--- src/rtl/serial_adder_fsm.sv ---
// Bit-serial adder/subtractor: captures two operands, resolves one bit per clock LSB-first
// through a single full-adder slice, and presents serial and parallel results.
module serial_adder_fsm #(
   parameter int WIDTH = 8,
   parameter int CNT_W = $clog2(WIDTH + 1)
) (
   input  logic             CLK,
   input  logic             NRST,
   input  logic             start,
   input  logic             rst,
   input  logic             MODE,
   input  logic             CIN,
   input  logic [WIDTH-1:0] A,
   input  logic [WIDTH-1:0] B,
   output logic             busy,
   output logic             SBIT,
   output logic             SBIT_VLD,
   output logic [WIDTH-1:0] S,
   output logic             COUT,
   output logic             done
);

   typedef enum logic [1:0] {StIdle, StRun, StDone} state_e;

   state_e           state_q;
   logic [WIDTH-1:0] a_q;
   logic [WIDTH-1:0] b_q;
   logic             carry_q;
   logic [CNT_W-1:0] cnt_q;

   logic             sum;
   logic             carry_nxt;
   logic             last_bit;
   logic [WIDTH-1:0] s_nxt;

   // Full-adder slice on the current LSBs; the sum enters the result from the MSB end.
   always_comb begin
      sum       = a_q[0] ^ b_q[0] ^ carry_q;
      carry_nxt = (a_q[0] & b_q[0]) | (a_q[0] & carry_q) | (b_q[0] & carry_q);
      last_bit  = (cnt_q == CNT_W'(WIDTH - 1));
      s_nxt     = (S >> 1) | (WIDTH'(sum) << (WIDTH - 1));
   end

   always_ff @(posedge CLK or negedge NRST) begin
      if (!NRST) begin
         state_q  <= StIdle;
         a_q      <= '0;
         b_q      <= '0;
         carry_q  <= 1'b0;
         cnt_q    <= '0;
         busy     <= 1'b0;
         SBIT     <= 1'b0;
         SBIT_VLD <= 1'b0;
         S        <= '0;
         COUT     <= 1'b0;
         done     <= 1'b0;
      end else begin
         done     <= 1'b0;
         SBIT_VLD <= 1'b0;
         if (rst) begin
            state_q <= StIdle;
            busy    <= 1'b0;
            carry_q <= 1'b0;
            cnt_q   <= '0;
            SBIT    <= 1'b0;
            S       <= '0;
            COUT    <= 1'b0;
         end else begin
            unique case (state_q)
               StIdle: begin
                  if (start) begin
                     // Subtraction is A + ~B + ~borrow, so the slice itself is add-only.
                     a_q     <= A;
                     b_q     <= MODE ? ~B : B;
                     carry_q <= MODE ? ~CIN : CIN;
                     cnt_q   <= '0;
                     S       <= '0;
                     busy    <= 1'b1;
                     state_q <= StRun;
                  end
               end
               StRun: begin
                  a_q      <= a_q >> 1;
                  b_q      <= b_q >> 1;
                  carry_q  <= carry_nxt;
                  cnt_q    <= cnt_q + CNT_W'(1);
                  S        <= s_nxt;
                  SBIT     <= sum;
                  SBIT_VLD <= 1'b1;
                  if (last_bit) begin
                     COUT    <= carry_nxt;
                     done    <= 1'b1;
                     state_q <= StDone;
                  end
               end
               StDone: begin
                  busy    <= 1'b0;
                  state_q <= StIdle;
               end
               default: begin
                  busy    <= 1'b0;
                  state_q <= StIdle;
               end
            endcase
         end
      end
   end

endmodule
--- config.mk ---
export PLATFORM = sky130hd
export DESIGN_NAME = serial_adder_fsm
export DESIGN_NICKNAME = d
export VERILOG_FILES = /design/src/rtl/serial_adder_fsm.sv
export SDC_FILE = /design/constraint.sdc
export NUM_CORES = 1
export LEC_CHECK = 0
export BUFFER_PORTS_ARGS = -buffer_cell sky130_fd_sc_hd__buf_2
export CAP_MARGIN = 20
export CORE_MARGIN = 10
export CORE_UTILIZATION = 53
export DETAILED_ROUTE_END_ITERATION = 12
export PLACE_DENSITY = 0.8
export SETUP_SLACK_MARGIN = 0.4
export SLEW_MARGIN = 30
export SYNTH_ARGS = -nofsm -noshare
export SYNTH_HDL_FRONTEND = slang
export SYNTH_SLANG_ARGS = --single-unit
export TNS_END_PERCENT = 20
--- constraint.sdc ---
create_clock -name CLK -period 1.9 [get_ports CLK]
set_input_delay 0.285 -clock CLK [delete_from_list [all_inputs] [get_ports CLK]]
set_output_delay 0.285 -clock CLK [all_outputs]
set_load 0.01 [all_outputs]
; After elaboration in Yosys (flattened, before gate mapping)
; Cells that the tools add are included.
[word_totals]
reg_bits = 36
latch_bits = 0
ramBits = 0
romBits = 0
input_bits = 22
out_inout_bits = 13
word_cells = 71
n_memories = 0
[op_classes]
add_sub_neg = 1
multipliers = 0
div = 0
order_cmp = 0
n_eq_ne = 6
n_shift = 0
muxes = 32
n_bitwise = 11
n_reduce_logical = 10
[op_table]
columns = cell, n
row1 = $pmux W8 S2, 3
row2 = $mux W8, 5
row3 = $mux W1, 15
row4 = $mux W4, 2
row5 = $not A8 Y8, 1
row6 = $or A7 B8 Y8, 1
row7 = $pmux W4 S2, 1
row8 = $reduce_and A2 Y1, 4
row9 = $mux W2, 3
row10 = $ne A3 B3 Y1 const B, 2
row11 = $reduce_bool A2 Y1, 3
row12 = $add A4 B1 Y4 const B, 1
row13 = $eq A4 B3 Y1 const B, 1
row14 = $ne A2 B2 Y1 const B, 2
row15 = $pmux W1 S2, 2
row16 = $pmux W2 S2, 1
row17 = $and A1 B1 Y1, 3
row18 = $reduce_and A3 Y1, 1
row19 = $reduce_bool A3 Y1, 1
row20 = $eq A2 B1 Y1 const B, 1
row21 = $logic_not A2 Y1, 1
row22 = $not A1 Y1, 2
row23 = $or A1 B1 Y1, 2
row24 = $xor A1 B1 Y1, 2

; Longest topological paths before layout
; Gate-level depths: netlist (run 1).
[depth]
ltp_word = 6
ltp_mapped = 6
mapped_depth_nobuf = 4

; Worst setup path after synthesis (run 1)
; Ideal clock, no wire load.
[synth_path]
kind = reg2reg
startpoint = register state_q[1]
endpoint = register carry_q
setup_ns = 0.075
arrival_time_ns = 1.325
t_required_ns = 1.825
setup_slack_ns = 0.500
stages_incl_launch_ff = 7
n_path_buf = 3
synth_period_minus_slack_ns = 1.400
path_cell_list = dfrtp_1 or2_1 buf_6 or2_1 buf_6 buf_8 o2bb2ai_2
[synth_between]
elab_chain_len = 3
word_cells_on_any_way = 7
cone_classes = 2 x eq/ne / 2 x mux / 3 x reduce/logical
[synth_rtl]
columns = element, line
row1 = from (decl), 25  ; state_e state_q;
row2 = from (signal assigned), 46  ; state_q <= StIdle;
row3 = from (signal assigned), 61  ; state_q <= StIdle;
row4 = from (signal assigned), 79  ; state_q <= StRun;
row5 = $eq A2 B1 Y1 / $logic_not A2 Y1 (equally long branches), 69  ; unique case (state_q)
row6 = $pmux W1 S2 (tied with other cells), 69
row7 = $mux W1 / $reduce_and A2 Y1 (equally long branches), --
row8 = to (signal assigned), 75  ; carry_q <= MODE ? ~CIN : CIN;
row9 = to (signal assigned), 85  ; carry_q <= carry_nxt;
row10 = to (decl), 28  ; logic carry_q;
; Several ways; a longest one is shown, not always the timed one.
; A chain may end at the register's enable or synchronous reset.

; Worst setup path after layout (run 1)
; Ends and elaborated chain as after synthesis.

==> results.yml, run 1 <==
status:
  status: "finished clean"
floorplanning:
  ioPinCount: 35
  die-area_um2: 5840
  rows: 20
  die_h_um: 76.4
  die_x_um: 76.4
  core_um2: 3050
  start_util_pct: 55.2
yosys:
  syn_area_per_cell_um2: 11.6
  ys_seq_elements: 36
  synthArstFlopShare_pct: 100
  synth_ff_type: "dfrtp_1"
  synth-edff-count: 0
  yosys_warnings: 0
  synth_cells: 146
  syn_area_um2: 1690
  yosysUniqueCellTypes: 35
  yosysSeqAreaShare_pct: 53.4
  syn_nets: 170
worst_setup_path:
  crit_arrival_ns: 1.61
  r2r-start: "state_q[1]"
  worst_setup_path_end_kind: "flip-flop"
  crit_fanout: 15
  start_kind: "flip-flop"
  worst-setup-path-type: "reg2reg"
  r2r_slack_ns: 0.52
  reg2regPathDepth: 4
  crit_required_ns: 2.13
  reg2reg_to: "carry_q"
timing:
  post-route-period-util_pct: 72.4
  hold_viol: 0
  max_freq_mhz: 727
  fin_setup_tns_ns: 0
  slew_violations: 0
  fin_skew_ns: 0.00437
  worst_slack_ns: 0.524
  finalCriticalPeriod_ns: 1.38
  rsz0062_at_grt: "yes"
  setup_violations: 0
  tightestPinTransition_ns: 0.774
  maxSlewHeadroom_pct: 48.4
finish:
  syn2layout_area_growth_pct: 14.2
  antenna_cells: 0
  drive_above_1_share_pct: 27.6
  nets: 205
route:
  drc_errors: 0
  antenna_left: 0
  drtPass1Iterations: 4
  totalWireLength_mm: 3.47
  dr.first_iter.drc_count: 80
  via_per_inst: 5.41
  via_count: 1218
  wl_per_cell_um: 15.4
placed_design:
  dpl_worst_slack_ns: 0.344
  portBuffers: 34
  gp_congestion: 0.760
  post-dp-hpwl_mm: 2.53
min_path:
  hold_path_class: "in2async"
grt:
  antenna_found_initial: 0
  grt_pass1_vias: 1271
  grt_usage_pct: 12.5
  grt_overflow_total: 0
  grt_pass1_wl_mm: 5.93
  grt_max_degree: 37
clock_tree:
  tritoncts: "built"
  cts_max_level: 2
  cts.clk_slew.worst_paths_ns: 0.10
  cts_buffer_depth: 2
  cts_hold_buf: 0
  clock_latency_ns: 0.34
  cts_root_buf: "clkbuf_4"
  cts_buffers: 5
  clock-sinks: 36
  postCtsSetupBuffers: 0
pwr:
  vdd_drop_max_mv: 0.408
  leakage_nw: 0.979
  powerDensity_nw_per_um2: 791
job:
  max-cap-violations: 0
[cells in the final DEF (no fill, tap or decap), types with 3 or more instances in the layout]
cell type	n
a21oi_1	3
o21ai_1	8
buf_4	3
clkbuf_4	5
nand2_1	3
buf_2	34
xor2_1	8
o21ai_0	22
dfrtp_1	36
mux2i_1	15
inv_1	3
a22o_1	10
[registers in the layout, indices dropped and copies added (netlist names)]
signal	count
cnt_q	4
state_q	2
COUT	1
carry_q	1
SBIT_VLD	1
S	8
busy	1
a_q	8
SBIT	1
b_q	8
done	1
[power breakdown]
| group | switching [mW] | internal, mW |
|---|---|---|
| Sequential | 0.0439 | 0.840 |
| Clock | 0.243 | 0.136 |
| Combinational | 0.144 | 0.117 |
| Total | 0.430 | 1.09 |
[worst max path at each step]
stage | from | to | slack, ns | cells past startpoint
6_report | state_q[1] | carry_q | 0.52 | 4
5_1_grt | state_q[1] | b_q[5] | 0.40 | 4
4_1_cts | state_q[1] | carry_q | 0.45 | 4
3_5_place_dp | rst | b_q[7] | 0.34 | 4
3_3_place_gp | rst | b_q[7] | 0.42 | 4
2_1_floorplan | state_q[1] | carry_q | 0.50 | 6
[cells by family after synthesis]
logic type / share of synthesized area, %
AOI/OAI and AO/OA: 19.4
DFF: 53.4
and+or+nand+nor: 6.31
muxes: 9.57
buffers and inverters: 4.75
xor gates and xnor gates: 4.67
adders and majority gates: 1.93
[cell usage after synthesis (3+ instances only)]
cell type,n,area [um2]
dfrtp_1,36,901
o21ai_0,22,110
mux2i_1,15,150
a22o_1,10,87.6
o21ai_1,8,40.0
xor2_1,8,70.1
a21oi_1,3,15.0
buf_2,3,15.0
clkbuf_1,3,11.3
inv_1,3,11.3
nand2_1,3,11.3
[critical path: stages, from the launching register on]
cell	delay, ns
dfrtp_1	0.42
nand2b_1	0.26
buf_6	0.25
mux2i_1	0.26
o2bb2ai_2	0.07
[final cells by class]
class | instances | area [um2]
sequential | 36 | 901
inverter | 3 | 11.3
tap | 44 | 55.1
clock buffer | 6 | 41.3
multi-input combinational | 97 | 708
clock inverter | 1 | 5.00
fill | 262 | 1130
timing repair buffer | 38 | 204
[layer usage]
| metal | up-vias | share of wire, % | track usage [%] |
|---|---|---|---|
| li1 | 590 | - | - |
| met1 | 595 | 42 | 13.4 |
| met2 | 27 | 50 | 21.1 |
| met3 | 6 | 5.2 | 4.36 |
| met4 | 0 | 2.0 | 6.69 |
| met5 | - | 0 | 0 |
[timing repair]
action	4_1_cts	5_1_grt
setup endpoints to repair	6	12
pin swaps	0	0
resized for setup	2	1
[through the flow]
stage / instances / util (%) / area [um2] / power [mW] / hold WS, ns
2_1_floorplan: 146 / - / 1690 / 1.07 / -0.0106
3_3_place_gp: 218 / 61.4 / 1870 / 1.14 / 0.391
3_5_place_dp: 218 / 61.4 / 1870 / 1.16 / 0.407
4_1_cts: 225 / 63.0 / 1920 / 1.54 / 0.0333
5_1_grt: 225 / 63.1 / 1930 / 1.61 / 0.0647
6_report: 225 / 63.1 / 1930 / 1.52 / 0.00768
Note: power is estimated with default switching activity, not from simulation.
==> run 2: changes to the inputs <==
==> constraint.sdc (replaced) <==
create_clock -name CLK -period 1.4 [get_ports CLK]
set_input_delay 0.21 -clock CLK [delete_from_list [all_inputs] [get_ports CLK]]
set_output_delay 0.21 -clock CLK [all_outputs]
set_load 0.01 [all_outputs]
==> results.yml, run 2 (synthesized netlist as in run 1, its figures left out) <==
grt:
  antenna_found_initial: 0
  grt_overflow_total: 0
  grt_max_degree: 20
  grt_usage_pct: 14.4
  grt_pass1_vias: 1414
  grt_pass1_wl_mm: 6.89
worst_setup_path:
  worst-setup-path-type: "reg2reg"
  start_kind: "flip-flop"
  cp-endpoint: "SBIT"
  reg2reg_to: "SBIT"
  worst_setup_path_end_kind: "flip-flop"
  crit_fanout: 2
  crit_arrival_ns: 1.58
  r2r_slack_ns: 0.1
  crit_required_ns: 1.67
  r2r-start: "b_q[0]"
  reg2regPathDepth: 3
  cp-startpoint: "b_q[0]"
pwr:
  vdd_drop_max_mv: 0.726
  p_int_mw: 1.60
  pwr-share-clk_pct: 25.8
  powerDensity_nw_per_um2: 1050
  power_mw: 2.24
  combPwrFrac_pct: 20.3
  p_seq_share_pct: 54.0
  power.switching_mw: 0.643
  switching_share_pct: 28.6
  leakage_nw: 1.06
route:
  via_count: 1319
  antenna_left: 0
  dr.first_iter.drc_count: 96
  totalWireLength_mm: 3.99
  via_per_inst: 5.52
  wl_per_cell_um: 16.7
  drtPass1Iterations: 4
  drc_errors: 0
clock_tree:
  cts.clk_slew.worst_paths_ns: 0.11
  cts_buffer_depth: 2
  tritoncts: "built"
  clock_latency_ns: 0.34
  cts_root_buf: "clkbuf_4"
  cts_max_level: 2
  clock-sinks: 36
  cts_buffers: 5
timing:
  maxSlewHeadroom_pct: 72.0
  setup_violations: 0
  max_freq_mhz: 768
  fin_skew_ns: 0.00840
  finalCriticalPeriod_ns: 1.30
  rsz0062_at_grt: "yes"
  hold_viol: 0
  slew_violations: 0
  tightestPinTransition_ns: 0.419
  post-route-period-util_pct: 93.0
placed_design:
  portBuffers: 34
  post_dp_cell_area_um2: 1940
  gp_congestion: 0.794
  dp.cells: 225
  post-dp-hpwl_mm: 2.90
finish:
  antenna_cells: 0
  drive_above_1_share_pct: 41.0
  final_cell_count_no_fill: 239
  syn2layout_area_growth_pct: 27.2
  postLayoutCellArea_um2: 2140
  seqCellArea_um2: 902
  final_cell_mix: "dfrtp_1, buf_2, o21ai_0"
  largestRegisters: "S x8, a_q x8, b_q x8"
  fillCellCount: 226
  multi_input_area_um2: 782
  nets: 218
min_path:
  hold_path_class: "in2reg"
  hold_start: "B[7]"
floorplanning:
  core_um2: 3050
  rows: 20
  start_util_pct: 55.2
  die_h_um: 76.4
  ioPinCount: 35
  die_x_um: 76.4
  die-area_um2: 5840
status:
  status: "finished clean"
job:
  max-cap-violations: 0
## run 2: cell types whose count changed in the layout (fill, tap and decap cells not counted), moves of 2 or more
cell and delta:
a21oi_1 -2, a21oi_2 +2, buf_4 +7, buf_8 +2, mux2i_1 -2, mux2i_2 +2
o21ai_0 -5, o21ai_2 +4
## run 2: worst min-delay path by stage
stage / endpoint / slack (ns) / cells after the start
global placement: cnt_q[2] / 0.17 / 1
CTS: a_q[0] / 0.15 / 3
global route: a_q[2] / 0.16 / 3
finish: b_q[7] / 0.15 / 3
floorplan: COUT / -0.09 / 0
detailed placement: cnt_q[2] / 0.17 / 1
## run 2: what timing repair did
item | CTS | global route
setup endpoints to repair | 48 | 49
hold buffers | 1 | 0
hold endpoints to repair | 17 | 0
pin swaps | 2 | 5
buffers inserted | 3 | 2
resized for setup | 20 | 12
## run 2: layout make-up
cell class	count	share of cell area, %
clock buffers	6	2.39
clock inverters	2	0.467
inverters	3	0.525
multi-input cells	97	36.5
flip-flops and latches	36	42.1
well taps	44	2.57
repair buffers	51	15.5
## run 2: through the flow
| stage | setup TNS (ns) | setup WS (ns) | utilization (%) | hold WS [ns] |
|---|---|---|---|---|
| 2_1_floorplan | 0 | 0.0126 | - | -0.0856 |
| 3_3_place_gp | 0 | 0.0899 | 63.5 | 0.167 |
| 3_5_place_dp | -0.0366 | -0.0164 | 63.5 | 0.170 |
| 4_1_cts | 0 | 0.127 | 68.4 | 0.150 |
| 5_1_grt | 0 | 0.0434 | 70.2 | 0.160 |
| 6_report | 0 | 0.0980 | 70.2 | 0.153 |
## run 2: layer usage
layer	vias up	wire length, um	track usage, %
met5	-	0	0
li1	622	-	-
met3	4	205	4.95
met2	38	2160	23.6
met1	655	1580	16.9
met4	0	46	5.76
## run 2: power by group through the flow
stage,sequential [mW],combinational (mW),clock (mW)
global placement,1.22,0.351,0
global route,1.22,0.509,0.643
floorplan,1.21,0.235,0
CTS,1.21,0.425,0.590
finish,1.21,0.455,0.578
detailed placement,1.22,0.376,0
## run 2: critical path, stage by stage (launching register included)
cell and delay, ns:
dfrtp_1 0.43, fa_2 0.61, nand2_2 0.07, a21oi_2 0.12
